File: src/rtl/affine_host_if.sv
// rtl/affine_host_if.sv - operand/result streams and core control bundle for affine_host
interface affine_host_if #(
    parameter int N  = 8,
    parameter int CW = 4
);
    logic          in_valid_i;
    logic          in_ready_o;
    logic [N-1:0]  in_x_i;
    logic          out_valid_o;
    logic          out_ready_i;
    logic [N-1:0]  out_r1_o;
    logic [N-1:0]  out_r2_o;
    logic [CW-1:0] out_cycles_o;
    logic          out_err_o;
    logic          core_n_rst_o;
    logic [N-1:0]  core_data_o;
    logic [N-1:0]  core_data_i;
    logic [1:0]    core_prog_addr_i;
    logic          core_halt_i;

    modport slave (
        input  in_valid_i, in_x_i, out_ready_i, core_data_i, core_prog_addr_i, core_halt_i,
        output in_ready_o, out_valid_o, out_r1_o, out_r2_o, out_cycles_o, out_err_o,
        output core_n_rst_o, core_data_o
    );

    modport master (
        output in_valid_i, in_x_i, out_ready_i, core_data_i, core_prog_addr_i, core_halt_i,
        input  in_ready_o, out_valid_o, out_r1_o, out_r2_o, out_cycles_o, out_err_o,
        input  core_n_rst_o, core_data_o
    );
endinterface

File: src/rtl/affine_host.sv
// rtl/affine_host.sv - sequencer running one affine core pass per operand and reading back acc1/acc2
// Optional watchdog: define AFFINE_HOST_TIMEOUT_EN to abort runs longer than TIMEOUT cycles.
module affine_host #(
    parameter int N       = 8,
    parameter int TIMEOUT = 15,
    localparam int CW     = $clog2(TIMEOUT + 1)
) (
    input  logic         clk_i,
    input  logic         rst_i,
    affine_host_if.slave bus
);
    typedef enum logic [1:0] {IDLE, RUN, CAP2, OUT} state_t;

`ifdef AFFINE_HOST_TIMEOUT_EN
    localparam logic [CW-1:0] CNT_MAX = CW'(TIMEOUT);
`else
    localparam logic [CW-1:0] CNT_MAX = '1;
`endif

    state_t        state;
    logic [N-1:0]  x_q;
    logic [N-1:0]  r1_q;
    logic [N-1:0]  r2_q;
    logic [CW-1:0] cnt_q;
    logic [CW-1:0] cycles_q;
    logic          err_q;
    logic          valid_q;
    logic          core_n_rst_q;
    logic [CW-1:0] cnt_next;
    logic          timeout_hit;

    assign cnt_next = (cnt_q == CNT_MAX) ? cnt_q : cnt_q + 1'b1;

`ifdef AFFINE_HOST_TIMEOUT_EN
    assign timeout_hit = (cnt_q == CNT_MAX);
`else
    assign timeout_hit = 1'b0;
`endif

    always_ff @(posedge clk_i) begin
        if (rst_i) begin
            state        <= IDLE;
            x_q          <= '0;
            r1_q         <= '0;
            r2_q         <= '0;
            cnt_q        <= '0;
            cycles_q     <= '0;
            err_q        <= 1'b0;
            valid_q      <= 1'b0;
            core_n_rst_q <= 1'b0;
        end else begin
            case (state)
                IDLE: begin
                    if (bus.in_valid_i) begin
                        x_q          <= bus.in_x_i;
                        core_n_rst_q <= 1'b1;
                        cnt_q        <= '0;
                        state        <= RUN;
                    end
                end
                RUN: begin
                    cnt_q <= cnt_next;
                    // Halt beats the watchdog when both land on the same edge.
                    if (bus.core_halt_i) begin
                        r1_q         <= bus.core_data_i;
                        err_q        <= (bus.core_prog_addr_i != 2'b11);
                        cycles_q     <= cnt_next;
                        core_n_rst_q <= 1'b0;
                        state        <= CAP2;
                    end else if (timeout_hit) begin
                        r1_q         <= '0;
                        err_q        <= 1'b1;
                        cycles_q     <= cnt_next;
                        core_n_rst_q <= 1'b0;
                        state        <= CAP2;
                    end
                end
                CAP2: begin
                    // Core now in reset: its shared output port shows acc2.
                    r2_q    <= bus.core_data_i;
                    valid_q <= 1'b1;
                    state   <= OUT;
                end
                OUT: begin
                    if (bus.out_ready_i) begin
                        valid_q <= 1'b0;
                        state   <= IDLE;
                    end
                end
                default: state <= IDLE;
            endcase
        end
    end

    assign bus.in_ready_o   = (state == IDLE);
    assign bus.out_valid_o  = valid_q;
    assign bus.out_r1_o     = r1_q;
    assign bus.out_r2_o     = r2_q;
    assign bus.out_cycles_o = cycles_q;
    assign bus.out_err_o    = err_q;
    assign bus.core_n_rst_o = core_n_rst_q;
    assign bus.core_data_o  = x_q;
endmodule
File: src/flat_wrapper.sv
// flat-port wrapper written by rule: the top's interface ports become plain ports
module affine_host_flat 
#(
    parameter int N       = 8,
    parameter int TIMEOUT = 15,
    localparam int CW     = $clog2(TIMEOUT + 1)
)
  (clk_i, rst_i, bus_in_valid_i, bus_in_x_i, bus_out_ready_i, bus_core_data_i, bus_core_prog_addr_i, bus_core_halt_i, bus_in_ready_o, bus_out_valid_o, bus_out_r1_o, bus_out_r2_o, bus_out_cycles_o, bus_out_err_o, bus_core_n_rst_o, bus_core_data_o);
  affine_host_if #(.N(N)) bus_i ();
  input  logic clk_i;
  input  logic rst_i;
  input wire logic [$bits(bus_i.in_valid_i)-1:0] bus_in_valid_i;
  input wire logic [$bits(bus_i.in_x_i)-1:0] bus_in_x_i;
  input wire logic [$bits(bus_i.out_ready_i)-1:0] bus_out_ready_i;
  input wire logic [$bits(bus_i.core_data_i)-1:0] bus_core_data_i;
  input wire logic [$bits(bus_i.core_prog_addr_i)-1:0] bus_core_prog_addr_i;
  input wire logic [$bits(bus_i.core_halt_i)-1:0] bus_core_halt_i;
  output wire logic [$bits(bus_i.in_ready_o)-1:0] bus_in_ready_o;
  output wire logic [$bits(bus_i.out_valid_o)-1:0] bus_out_valid_o;
  output wire logic [$bits(bus_i.out_r1_o)-1:0] bus_out_r1_o;
  output wire logic [$bits(bus_i.out_r2_o)-1:0] bus_out_r2_o;
  output wire logic [$bits(bus_i.out_cycles_o)-1:0] bus_out_cycles_o;
  output wire logic [$bits(bus_i.out_err_o)-1:0] bus_out_err_o;
  output wire logic [$bits(bus_i.core_n_rst_o)-1:0] bus_core_n_rst_o;
  output wire logic [$bits(bus_i.core_data_o)-1:0] bus_core_data_o;
  assign bus_i.in_valid_i = bus_in_valid_i;
  assign bus_i.in_x_i = bus_in_x_i;
  assign bus_i.out_ready_i = bus_out_ready_i;
  assign bus_i.core_data_i = bus_core_data_i;
  assign bus_i.core_prog_addr_i = bus_core_prog_addr_i;
  assign bus_i.core_halt_i = bus_core_halt_i;
  assign bus_in_ready_o = bus_i.in_ready_o;
  assign bus_out_valid_o = bus_i.out_valid_o;
  assign bus_out_r1_o = bus_i.out_r1_o;
  assign bus_out_r2_o = bus_i.out_r2_o;
  assign bus_out_cycles_o = bus_i.out_cycles_o;
  assign bus_out_err_o = bus_i.out_err_o;
  assign bus_core_n_rst_o = bus_i.core_n_rst_o;
  assign bus_core_data_o = bus_i.core_data_o;
  affine_host #(.N(N), .TIMEOUT(TIMEOUT)) u_core (.clk_i(clk_i), .rst_i(rst_i), .bus(bus_i));
endmodule
File: config.mk
export PLATFORM = sky130hd
export DESIGN_NAME = affine_host_flat
export DESIGN_NICKNAME = d
export VERILOG_FILES = /design/src/rtl/affine_host_if.sv /design/src/rtl/affine_host.sv /design/src/flat_wrapper.sv
export SDC_FILE = /design/constraint.sdc
export NUM_CORES = 1
export LEC_CHECK = 0
export ABC_CLOCK_PERIOD_IN_PS = 1500
export CAP_MARGIN = 20
export CORE_MARGIN = 1.5
export CORE_UTILIZATION = 41
export CTS_BUF_LIST = sky130_fd_sc_hd__clkbuf_8
export DETAILED_ROUTE_END_ITERATION = 16
export PLACE_DENSITY = 0.77
export SLEW_MARGIN = 20
export SYNTH_ARGS = -nofsm -noshare
export SYNTH_HDL_FRONTEND = slang
export SYNTH_SLANG_ARGS = --single-unit
File: constraint.sdc
create_clock -name clk_i -period 1.5 [get_ports clk_i]
set_clock_uncertainty 0.2 [all_clocks]
set_input_delay 0.15 -clock clk_i [delete_from_list [all_inputs] [get_ports clk_i]]
set_output_delay 0.15 -clock clk_i [all_outputs]
set_load 0.02 [all_outputs]
After elaboration in Yosys (flattened, before gate mapping)
Cells that the tools add are included.
{"block": "totals", "regBits": 37}
{"block": "classes", "add_sub_neg": 1, "eq_ne": 8, "n_mux": 12, "n_reduce_logical": 9}
{"op": "$mux 4", "n": 2}
{"op": "$ne 2x2->1 const B", "n": 4}
{"op": "$pmux 2 s4", "n": 1}
{"op": "$pmux 4 s2", "n": 1}
{"op": "$reduce_and 2->1", "n": 4}
{"op": "$mux 2", "n": 3}
{"op": "$reduce_and 3->1", "n": 2}
{"op": "$add 4x1->4 const B", "n": 1}
{"op": "$eq 2x2->1 const B", "n": 2}
{"op": "$eq 4x4->1 const B", "n": 1}
{"op": "$pmux 1 s2", "n": 2}
{"op": "$reduce_bool 2->1", "n": 2}
{"op": "$mux 1", "n": 3}
{"op": "$eq 2x1->1 const B", "n": 1}
{"op": "$logic_not 2->1", "n": 1}

Longest topological paths before layout
Gate-level depths: netlist (run 1).
{"block": "depth", "depth_word": 3, "mapped_depth": 7, "ltp_nobuf": 6}

Least setup slack after synthesis (run 1)
Ideal clock, no wire load.
{"block": "synth_path", "path_type": "register to register", "from": "register u_core.state[0]", "to": "register u_core.state[1]", "setup_ns": 0.128, "arrival_ns": 1.393, "path_slack_ns": -0.221, "stages_incl_launch_ff": 7, "synth_period_minus_slack_ns": 1.721, "path_cell_list": "dfxtp_1 inv_1 ha_1 nor2b_4 a221oi_2 mux2i_1 nor2_1"}
{"block": "synth_between", "elab_chain_cells": 3, "word_cells_on_any_way": 9, "cone_classes": "eq/ne (6); mux (1); reduce/logical (2)"}
{"element": "start: declaration", "line_no": "affine_host.sv:20", "text": "state_t state;"}
{"element": "start signal: assignment", "line_no": "affine_host.sv:42", "text": "state <= IDLE;"}
{"element": "start signal: assignment", "line_no": "affine_host.sv:58", "text": "state <= RUN;"}
{"element": "start signal: assignment", "line_no": "affine_host.sv:69", "text": "state <= CAP2;"}
{"element": "$logic_not 2->1 *"}
{"element": "named net bus_in_ready_o", "line_no": "flat_wrapper.sv:18", "text": "output wire logic [$bits(bus_i.in_ready_o)-1:0] bus_in_ready_o;"}
{"element": "$ne 2x2->1 (no line)"}
{"element": "$reduce_and 3->1 (no line)"}
Mark *: on every way through the listed nets, which the timed path passes. The rest lies on a longest branch.
A chain may end at the register's enable or synchronous reset.

Final worst setup path (run 1)
{"block": "layout_path", "from": "register u_core.state[0]", "to": "register u_core.state[1]"}
{"block": "layout_between", "elab_chain_cells": 3, "word_cells_on_any_way": 9, "cone_classes": "eq/ne (6); mux (1); reduce/logical (2)"}
{"element": "$eq 2x2->1 (tied with other cells)", "line_no": "affine_host.sv:52", "text": "case (state)"}
{"element": "$ne 2x2->1 (no line)"}
{"element": "$reduce_and 3->1 (no line)"}
Parallel ways exist; a longest one is shown, timed or not.

==> results by group, run 1 <==
Outcome
  – Outcome: finished with violations
  – Violated checks: setup timing

Layout
  – Most common cell after layout, fill and taps aside: nand2_1
  – Layout filler cell count: ~300
  – Area of the multi-input gates: just under 800 um2
  – Final net count: roughly 270
  – Proportion of layout cells with a drive suffix above 1: between 10% and 20%
  – Antenna cells: 0
  – FF+latch area: 746 um2
  – Most frequent cells in the layout: nand2_1 (38), dfxtp_1 (35), dlygate4sd2_1 (31)
  – Layout area overhead: 58.3%
  – Design Area, Final: around 0.0024 mm2

Route
  – Drt drc: 0
  – Drt first pass iters: 4
  – 1st-iter DRT viols: 69
  – Final WL: 3600 um
  – DR WL/cell: approximately 12 um
  – Vias: 1,419
  – Via density: 4.86
  – Post-route ant nets: 0

Worst setup path
  – Crit-path cells: inv_4 > ha_4 > nor2b_4 > a221oi_4 > mux2i_1 > nor2_1
  – Reg2reg setup slack: -0.07 ns
  – Crit path kind: flip-flop to flip-flop
  – Delay-heaviest family, CP: flip-flops
  – Worst Path Buf+Inv: 1
  – Reg2Reg Capture Point: u_core.state[1]
  – WP data arrival: between 1.5 and 2 ns
  – Critical path's largest stage delay: approximately 0.4 ns
  – CP Max Fanout: 5
  – Critical path capture point type: flip-flop
  – Worst R2R Path Depth: 6
  – CP required: about 1.5 ns
  – CP Launch Type: flip-flop
  – Worst r2r src: u_core.state[0]
  – Slowest cell on the critical path: dfxtp_4

Clock tree
  – CTS Sinks: 37
  – H-tree Lvls: 2
  – CTS tree: done
  – Clock latency on the worst-skew pair: around 0.29 ns
  – TritonCTS buffer count: 5
  – Reg clk slew, reported paths: ~0.070 ns
  – Cts-stage hold buffer count: 0
  – CTS Root Cell: clkbuf_8
  – Clock tree buffer depth: 2

Global routing
  – Initial antenna violation count: 0
  – First-pass GRT wire length: 6000 um
  – Largest net degree at the start of global routing: 38
  – Vias in the first global route: between 1,000 and 1,500
  – Total GRT Usage: 19.0%
  – Grt ovf: 0

Power
  – Clock power share: between 10% and 20%
  – Power density over the cells: between 1500 and 2000 mW/mm2
  – Flop pwr share: 33.3%
  – Combinational Power Share: between 50% and 60%
  – Total power: approximately 3900 uW
  – Internal: about 2500 uW
  – Pleak: approximately 0.0010 uW
  – NetSw: ~1400 uW
  – Maximum vdd drop: approximately 1200 uV
  – Sw Ratio: between 30% and 40%

Synth
  – Yosys reg bits: 37
  – Post-synthesis mux area share: under 10%
  – Mapped cell area: ~0.0015 mm2
  – Adder-Cell Fraction of Synth Area: roughly 4.1%
  – Synth unique cells: 33
  – Simple-gate area share of the yosys netlist: approximately a fifth
  – Compound-Gate Fraction of Synth Area: between 10% and 20%
  – Combinational family with the most area after synthesis: simple AND/OR/NAND/NOR gates
  – Post-Synthesis Cells: between 150 and 200
  – Xor/xnor share of the synthesized area: 0%
  – Syn Nets: 203
  – Seq/Total Area, Yosys: around 49%
  – YS warnings: 0
  – Mean Syn Cell Area: roughly 8.7 um2

Min path
  – Hold path cells: 3
  – Hold Startpoint: bus_in_x_i[6]
  – Hold Path End: u_core.bus.core_data_o[6]
  – Hold Path Class: input pin to flip-flop

Timing
  – Final Hold Violating Endpoints: 0
  – Unrepaired setup endpoints after global routing: true
  – Final setup violation count: 4
  – Crit share post-route: 105%
  – Max-Slew Margin vs Limit: between 80% and 90%
  – Final worst slack: -0.0682 ns
  – Max Slew Vio Count: 0
  – Total negative slack: -0.107 ns
  – Min Tclk post-route: approximately 1.6 ns
  – Slew @ Worst Pin: 0.281 ns
  – FMAX: around 640 MHz

Placed design
  – Routability Congestion: 0.723
  – Post-DP Area: ~0.0022 mm2
  – I/O Buffers: 54
  – Place WS: -0.138 ns
  – DP Wirelength: 2430 um

Die
  – Core Box Area: 0.00344 mm2
  – Die Span Y: roughly 64 um
  – I/O pin total: 55
  – Core Rows: 21
  – Starting Density: a little over two fifths
  – Width of the die: 63.8 um
  – DIE AREA: around 0.0041 mm2

Flow run
  – Max Cap Viol: 0
-- synthesized netlist by cell type --
library cell / instances / share of area (%)
and2_1: 3 / 1.2
a311oi_1: 1 / 0.58
mux2i_1: 9 / 6.0
o21bai_1: 1 / 0.50
a32oi_1: 1 / 0.58
o211ai_1: 2 / 0.99
buf_2: 3 / 0.99
nor3_1: 3 / 0.99
o21ai_0: 2 / 0.66
dfxtp_1: 37 / 49
a211oi_1: 1 / 0.50
buf_4: 1 / 0.50
nand2b_1: 1 / 0.41
o21ai_2: 1 / 0.58
o21ai_1: 1 / 0.33
nor2_1: 15 / 3.7
buf_6: 1 / 0.74
a221oi_2: 1 / 0.99
nand3_1: 2 / 0.66
nor2b_1: 1 / 0.41
nand2_1: 41 / 10
and2_4: 1 / 0.58
nor2b_4: 1 / 0.91
nand3b_1: 2 / 0.99
buf_1: 1 / 0.25
and3_1: 1 / 0.41
inv_1: 4 / 0.99
a311oi_2: 1 / 0.99
clkbuf_1: 3 / 0.74
and3_2: 1 / 0.50
a21oi_1: 26 / 8.6
a22oi_1: 1 / 0.50
ha_1: 5 / 4.1
-- worst max-delay path by stage --
stage | start | end | slack [ns] | cells past startpoint
2_1_floorplan | u_core.state[0] | u_core.state[1] | -0.03 | 6
3_3_place_gp | bus_core_halt_i | u_core.state[1] | -0.11 | 5
3_5_place_dp | bus_core_halt_i | u_core.state[1] | -0.14 | 5
4_1_cts | u_core.state[0] | u_core.state[1] | -0.05 | 6
5_1_grt | u_core.state[0] | u_core.state[1] | -0.13 | 6
6_report | u_core.state[0] | u_core.state[1] | -0.07 | 6
-- per-layer routing --
metal / GRT usage, % / up-vias / share of wire (%)
met2: 31.8 / 41 / 49
met1: 22.1 / 643 / 43
met3: 8.10 / 4 / 7.4
met4: 5.71 / 0 / 0.50
li1: - / 731 / -
met5: 0 / - / 0
-- stage by stage --
step	hold WS [ns]	util [%]	cells
floorplan	0.0587	-	175
global placement	0.239	64.8	281
detailed placement	0.243	64.8	281
CTS	0.199	66.8	289
global route	0.212	69.6	292
finish	0.203	69.6	292
-- registers in the layout, summed over array words and instances, names as in the netlist --
| signal | count |
|---|---|
| u_core.cnt_q | 4 |
| u_core.state | 2 |
| u_core.bus.out_err_o | 1 |
| u_core.bus.out_r1_o | 8 |
| u_core.bus.out_valid_o | 1 |
| u_core.bus.core_data_o | 8 |
| u_core.bus.out_cycles_o | 4 |
| u_core.bus.core_n_rst_o | 1 |
| u_core.bus.out_r2_o | 8 |
-- timing repair --
action | 4_1_cts | 5_1_grt
setup buffers | 0 | 3
gates cloned | 0 | 1
pin swaps | 3 | 7
gates resized for setup | 37 | 18
setup endpoints to repair | 42 | 38
-- power by group through the flow --
stage | sequential (uW) | combinational [uW] | clock [uW]
detailed placement | 1310 | 1800 | 0
floorplan | 1490 | 854 | 0
global placement | 1310 | 1780 | 0
finish | 1310 | 1970 | 651
global route | 1330 | 2140 | 733
CTS | 1300 | 1750 | 674
-- cell type report --
class,count,area share [%]
Multi-Input combinational cell,125,33.2
Clock buffer,5,2.87
Clock inverter,3,0.574
Inverter,4,0.836
Sequential cell,37,31.1
Tap cell,46,2.40
Timing Repair Buffer,72,29.0
-- logic make-up (layout without fill, tap and decap cells) --
logic type | Yosys count | in the layout
muxes | 9 | 9
and+or+nand+nor | 72 | 72
buffers and inverters | 13 | 84
DFF | 37 | 37
AOI/OAI and AO/OA | 39 | 39
adders and majority gates | 5 | 5
-- worst reg2reg max path: stages, from the launching register on --
cell	delay (ns)
dfxtp_4	0.40
inv_4	0.05
ha_4	0.17
nor2b_4	0.14
a221oi_4	0.24
mux2i_1	0.22
nor2_1	0.05
Power figures use the tool's default switching activity.
==> run 2, diff against run 1 <==
--- a/config.mk
+++ b/config.mk
@@ -7,7 +7,7 @@
 export LEC_CHECK = 0
 export ABC_CLOCK_PERIOD_IN_PS = 1500
 export CAP_MARGIN = 20
-export CORE_MARGIN = 1.5
+export CORE_MARGIN = 2
 export CORE_UTILIZATION = 41
 export CTS_BUF_LIST = sky130_fd_sc_hd__clkbuf_8
 export DETAILED_ROUTE_END_ITERATION = 16
==> run 2 against run 1 <==
Net effect:
- the run still ends with setup timing left
- highest routed layer unchanged
- worst setup slack better by 0.0054 ns
- largest cell class unchanged
- critical path depth stayed put
- critical endpoint is now u_core.cnt_q[1]
- via count is 0.70% lower
- register-to-register slack hardly changed
- non-clock buffer count is 2 lower
- clock power is 3.5% lower
- routed wire length is 1.6% lower
- maximum frequency is 0.35% higher
- first-iteration DRC count is 32% lower
- sequential cell count stayed put
==> results by group, run 2 (synthesis gave the netlist of run 1 again) <==
Min path
  – Hold path cells: 3
  – Hold Path Class: input pin to flip-flop
  – Hold Startpoint: bus_in_x_i[6]
  – Hold Path End: u_core.bus.core_data_o[6]

Placed design
  – Post-DP Area: 0.00223 mm2
  – I/O Buffers: 54
  – Place WS: -0.166 ns
  – DP Cell Count: ~280
  – Routability Congestion: 0.767
  – DP Wirelength: between 2000 and 3000 um

Timing
  – Max Slew Vio Count: 0
  – Slew @ Worst Pin: around 0.30 ns
  – Unrepaired setup endpoints after global routing: true
  – Min Tclk post-route: approximately 1.6 ns
  – FMAX: roughly 640 MHz
  – Final worst slack: -0.0628 ns
  – Final setup violation count: 2
  – Max-Slew Margin vs Limit: roughly four fifths
  – Total negative slack: -0.122 ns
  – Crit share post-route: 104%
  – Final Hold Violating Endpoints: 0

Global routing
  – First-pass GRT wire length: between 5000 and 6000 um
  – Vias in the first global route: roughly 1,300
  – Initial antenna violation count: 0
  – Total GRT Usage: between 10% and 20%
  – Grt ovf: 0
  – Largest net degree at the start of global routing: 38

Layout
  – Non-filler cells, final: 292
  – Layout filler cell count: between 300 and 400
  – Final net count: approximately 270
  – FF+latch area: approximately 750 um2
  – Proportion of layout cells with a drive suffix above 1: between 15 and 20%
  – Most common cell after layout, fill and taps aside: nand2_1
  – Area of the multi-input gates: ~770 um2
  – Antenna cells: 0
  – Most frequent cells in the layout: nand2_1 (40), dfxtp_1 (35), dlygate4sd2_1 (31)
  – Design Area, Final: around 0.0023 mm2
  – Layout area overhead: 54.4%

Route
  – Vias: roughly 1,400
  – Drt first pass iters: 4
  – Drt drc: 0
  – 1st-iter DRT viols: between 40 and 50
  – Final WL: around 3500 um
  – DR WL/cell: approximately 12 um
  – Via density: around 4.8
  – Post-route ant nets: 0

Clock tree
  – Cts-stage hold buffer count: 0
  – Reg clk slew, reported paths: 0.07 ns
  – CTS Root Cell: clkbuf_8
  – CTS Sinks: 37
  – Clock tree buffer depth: 2
  – TritonCTS buffer count: 5
  – CTS tree: done
  – H-tree Lvls: 2
  – Clock latency on the worst-skew pair: ~0.28 ns

Worst setup path
  – Worst Path Buf+Inv: 2
  – Delay-heaviest family, CP: flip-flops
  – CP Launch Type: flip-flop
  – Crit path kind: flip-flop to flip-flop
  – Reg2Reg Capture Point: u_core.cnt_q[1]
  – Critical path capture point type: flip-flop
  – Worst r2r src: u_core.state[1]
  – Reg2reg setup slack: -0.06 ns
  – CP Max Fanout: 6
  – Worst R2R Path Depth: 6
  – WP data arrival: roughly 1.5 ns
  – Crit-path cells: inv_2 > ha_2 > buf_4 > and2_1 > a32oi_1 > a21oi_1
  – Slowest cell on the critical path: dfxtp_2
  – CP required: roughly 1.5 ns
  – Critical path's largest stage delay: ~0.35 ns

Die
  – Width of the die: between 60 and 70 um
  – Die Span Y: ~65 um
  – DIE AREA: roughly 0.0042 mm2
  – Core Rows: 22
  – I/O pin total: 55
  – Core Box Area: between 0.003 and 0.004 mm2
  – Starting Density: 42.0%

Power
  – Total power: roughly 3800 uW
  – Pleak: between 0.001 and 0.0015 uW
  – Power density over the cells: 1610 mW/mm2
  – Maximum vdd drop: roughly 950 uV

Flow run
  – Max Cap Viol: 0

Outcome
  – Outcome: finished with violations
  – Violated checks: setup timing
[run 2: cell count changes in the layout (fill, tap and decap cells not counted), moves of 2 or more]
cell / delta
nand2_1: +2
clkinv_2: -2
nand2_2: -2
inv_1: +2
[run 2: what timing repair did]
| item | in CTS | in global routing |
|---|---|---|
| endpoints found under the hold margin | 0 | 0 |
| pin swaps | 2 | 0 |
| setup buffers | 1 | 1 |
| setup endpoints to repair | 41 | 36 |
| gates resized for setup | 36 | 13 |
[run 2: worst max-delay path by stage]
stage                     from         endpoint  slack (ns)  cells after the start
2_1_floorplan  u_core.state[0]  u_core.state[1]       -0.03                      6
4_1_cts        u_core.state[0]  u_core.state[1]       -0.05                      6
6_report       u_core.state[1]  u_core.cnt_q[1]       -0.06                      6
5_1_grt        u_core.state[1]  u_core.cnt_q[3]       -0.12                      6
3_5_place_dp    bus_in_valid_i  u_core.cnt_q[1]       -0.17                      5
3_3_place_gp    bus_in_valid_i  u_core.cnt_q[1]       -0.12                      5
[run 2: stage by stage]
step / hold slack (ns) / util [%]
after floorplan: 0.0587 / -
after global placement: 0.240 / 61.7
after detailed placement: 0.247 / 61.7
after CTS: 0.212 / 63.6
after global routing: 0.220 / 64.8
final: 0.217 / 64.8
[run 2: per-layer routing]
metal	vias up	routed length (um)	global-route usage, %
li1	723	-	-
met1	620	1490	20.9
met2	58	1690	29.4
met3	8	303	7.99
met4	0	53	6.38
met5	-	0	0
[run 2: power by group]
| group | total, uW | switching, uW | leakage (uW) | internal [uW] |
|---|---|---|---|---|
| sequential | 1290 | 110 | 0.000302 | 1180 |
| combinational | 1850 | 952 | 0.000672 | 900 |
| clock | 628 | 319 | 0.0000519 | 309 |
| total | 3770 | 1380 | 0.00103 | 2390 |
[run 2: worst min-delay path, cell delays in order]
cell and delay (ns):
clkdlybuf4s50_1 0.40, nand2_1 0.06, a21oi_1 0.05
[run 2: final cells by class]
cell class / instances / area share, %
flip-flops and latches: 37 / 31.9
multi-input cells: 125 / 32.9
inverters: 4 / 0.749
clock buffers: 5 / 2.94
well taps: 48 / 2.57
clock inverters: 3 / 0.482
repair buffers: 70 / 28.5
==> patch, RTL diff (config.mk and constraints of run 1) <==
Add a define of `AFFINE_HOST_TIMEOUT_EN`.
--- a/src/rtl/affine_host.sv
+++ b/src/rtl/affine_host.sv
@@ -1,4 +1,6 @@
 // rtl/affine_host.sv - sequencer running one affine core pass per operand and reading back acc1/acc2
 // Optional watchdog: define AFFINE_HOST_TIMEOUT_EN to abort runs longer than TIMEOUT cycles.
+`define AFFINE_HOST_TIMEOUT_EN
+
 module affine_host #(
     parameter int N       = 8,
Function: no difference found for any inputs over 10 cycles, from zero or initial values and one cycle with rst_i high; that may be too few to reach the edited logic, so the function may still have changed.
==> patch against run 1 <==
  * The flow still finishes with violations (negative setup slack)
  * Synthesized cell count up 2.3%
  * Final area up 7.1%
  * Worst setup slack better by 0.054 ns
  * Count of clock-buffer cells in the layout unchanged
  * Fmax up 3.5%
  * Worst hold slack worse by 0.010 ns
  * Power down 4.0%
  * First-iteration DRC count down 4.3%
  * Sequential cell count unchanged
  * Area after synthesis up 5.5%
  * Wire length up 17%
  * Final cell count up 4.5%
  * Critical endpoint unchanged
  * Largest cell class unchanged
==> patch: results (changes against run 1) <==
Finish-stage setup viols: 3 (was 4)
Largest net degree at the start of global routing: 18 (was 38)
Place WS: -0.189 ns (was -0.138 ns)
Starting DRT DRC Count: 66 (was 69)
Syn Nets: 207 (was 203)
Via density: 5.00 (was 4.86)
Max stage delay cell, worst path: dfxtp_2 (was dfxtp_4)
Logic pwr share: 48.0% (was 50.2%)
Routed met3 length: 307 um (was 265 um)
First-pass GRT wire length: 6850 um (was 6000 um)
Final weighted congestion in routability-driven placement: 0.927 (was 0.723)
Worst slew pin tran: 0.283 ns (was 0.281 ns)
CP startpoint: u_core.cnt_q[1] (was u_core.state[0])
Worst Reg2Reg Path Length in Cells: 5 (was 6)
Slowest stage delay, CP: 0.36 ns (was 0.40 ns)
Synth cell types: 34 (was 33)
Placed cell area: 0.00241 mm^2 (was 0.00223 mm^2)
Met2 Use GR: 33.5% (was 31.8%)
Failing checks: negative setup slack (unchanged)
Power of the combinational group: 0.00181 W (was 0.00197 W)
Final hold slack: 0.193 ns (was 0.203 ns)
Wire per inst: 13.8 um (was 12.3 um)
Top area cells in the synthesized netlist: dfxtp_1 (46%), mux2i_1 (7.5%), a21oi_1 (7.2%) (was dfxtp_1 (49%), nand2_1 (10%), a21oi_1 (8.6%))
Routed wl met2: 1890 um (was 1770 um)
Pleak: 1.09 nW (was 1.04 nW)
Fin Setup TNS: -0.0216 ns (was -0.107 ns)
WHS Endpoint: u_core.bus.core_data_o[1] (was u_core.bus.core_data_o[6])
Worst Setup Slack, final: -0.0147 ns (was -0.0682 ns)
Status: finished, violations left (unchanged)
## patch: cell count changes after synthesis, moves of 5 or more
cell,before,now
nand2_1,41,27
nor2_1,15,10
o21ai_0,2,10
nand2b_1,1,7
## patch: layout make-up
cell class	count	area, um^2
Inverter	5	25.0
Tap cell	48	60.1
Clock inverter	3	15.0
Clock buffer	5	68.8
Multi-Input combinational cell	126	880
Timing Repair inverter	1	7.51
Timing Repair Buffer	80	762
Fill cell	319	1120
Sequential cell	37	748
## patch: logic make-up (layout without fill, tap and decap cells)
| kind of cell | count (synthesis) | count (layout) | synth area share [%] |
|---|---|---|---|
| simple gates | 57 | 57 | 16.3 |
| compound gates | 51 | 51 | 20.8 |
| flops | 37 | 37 | 46.4 |
| buf+inv | 16 | 94 | 4.47 |
| mux | 12 | 12 | 7.52 |
| fa+ha+maj | 5 | 5 | 3.92 |
| xor+xnor | 1 | 1 | 0.549 |
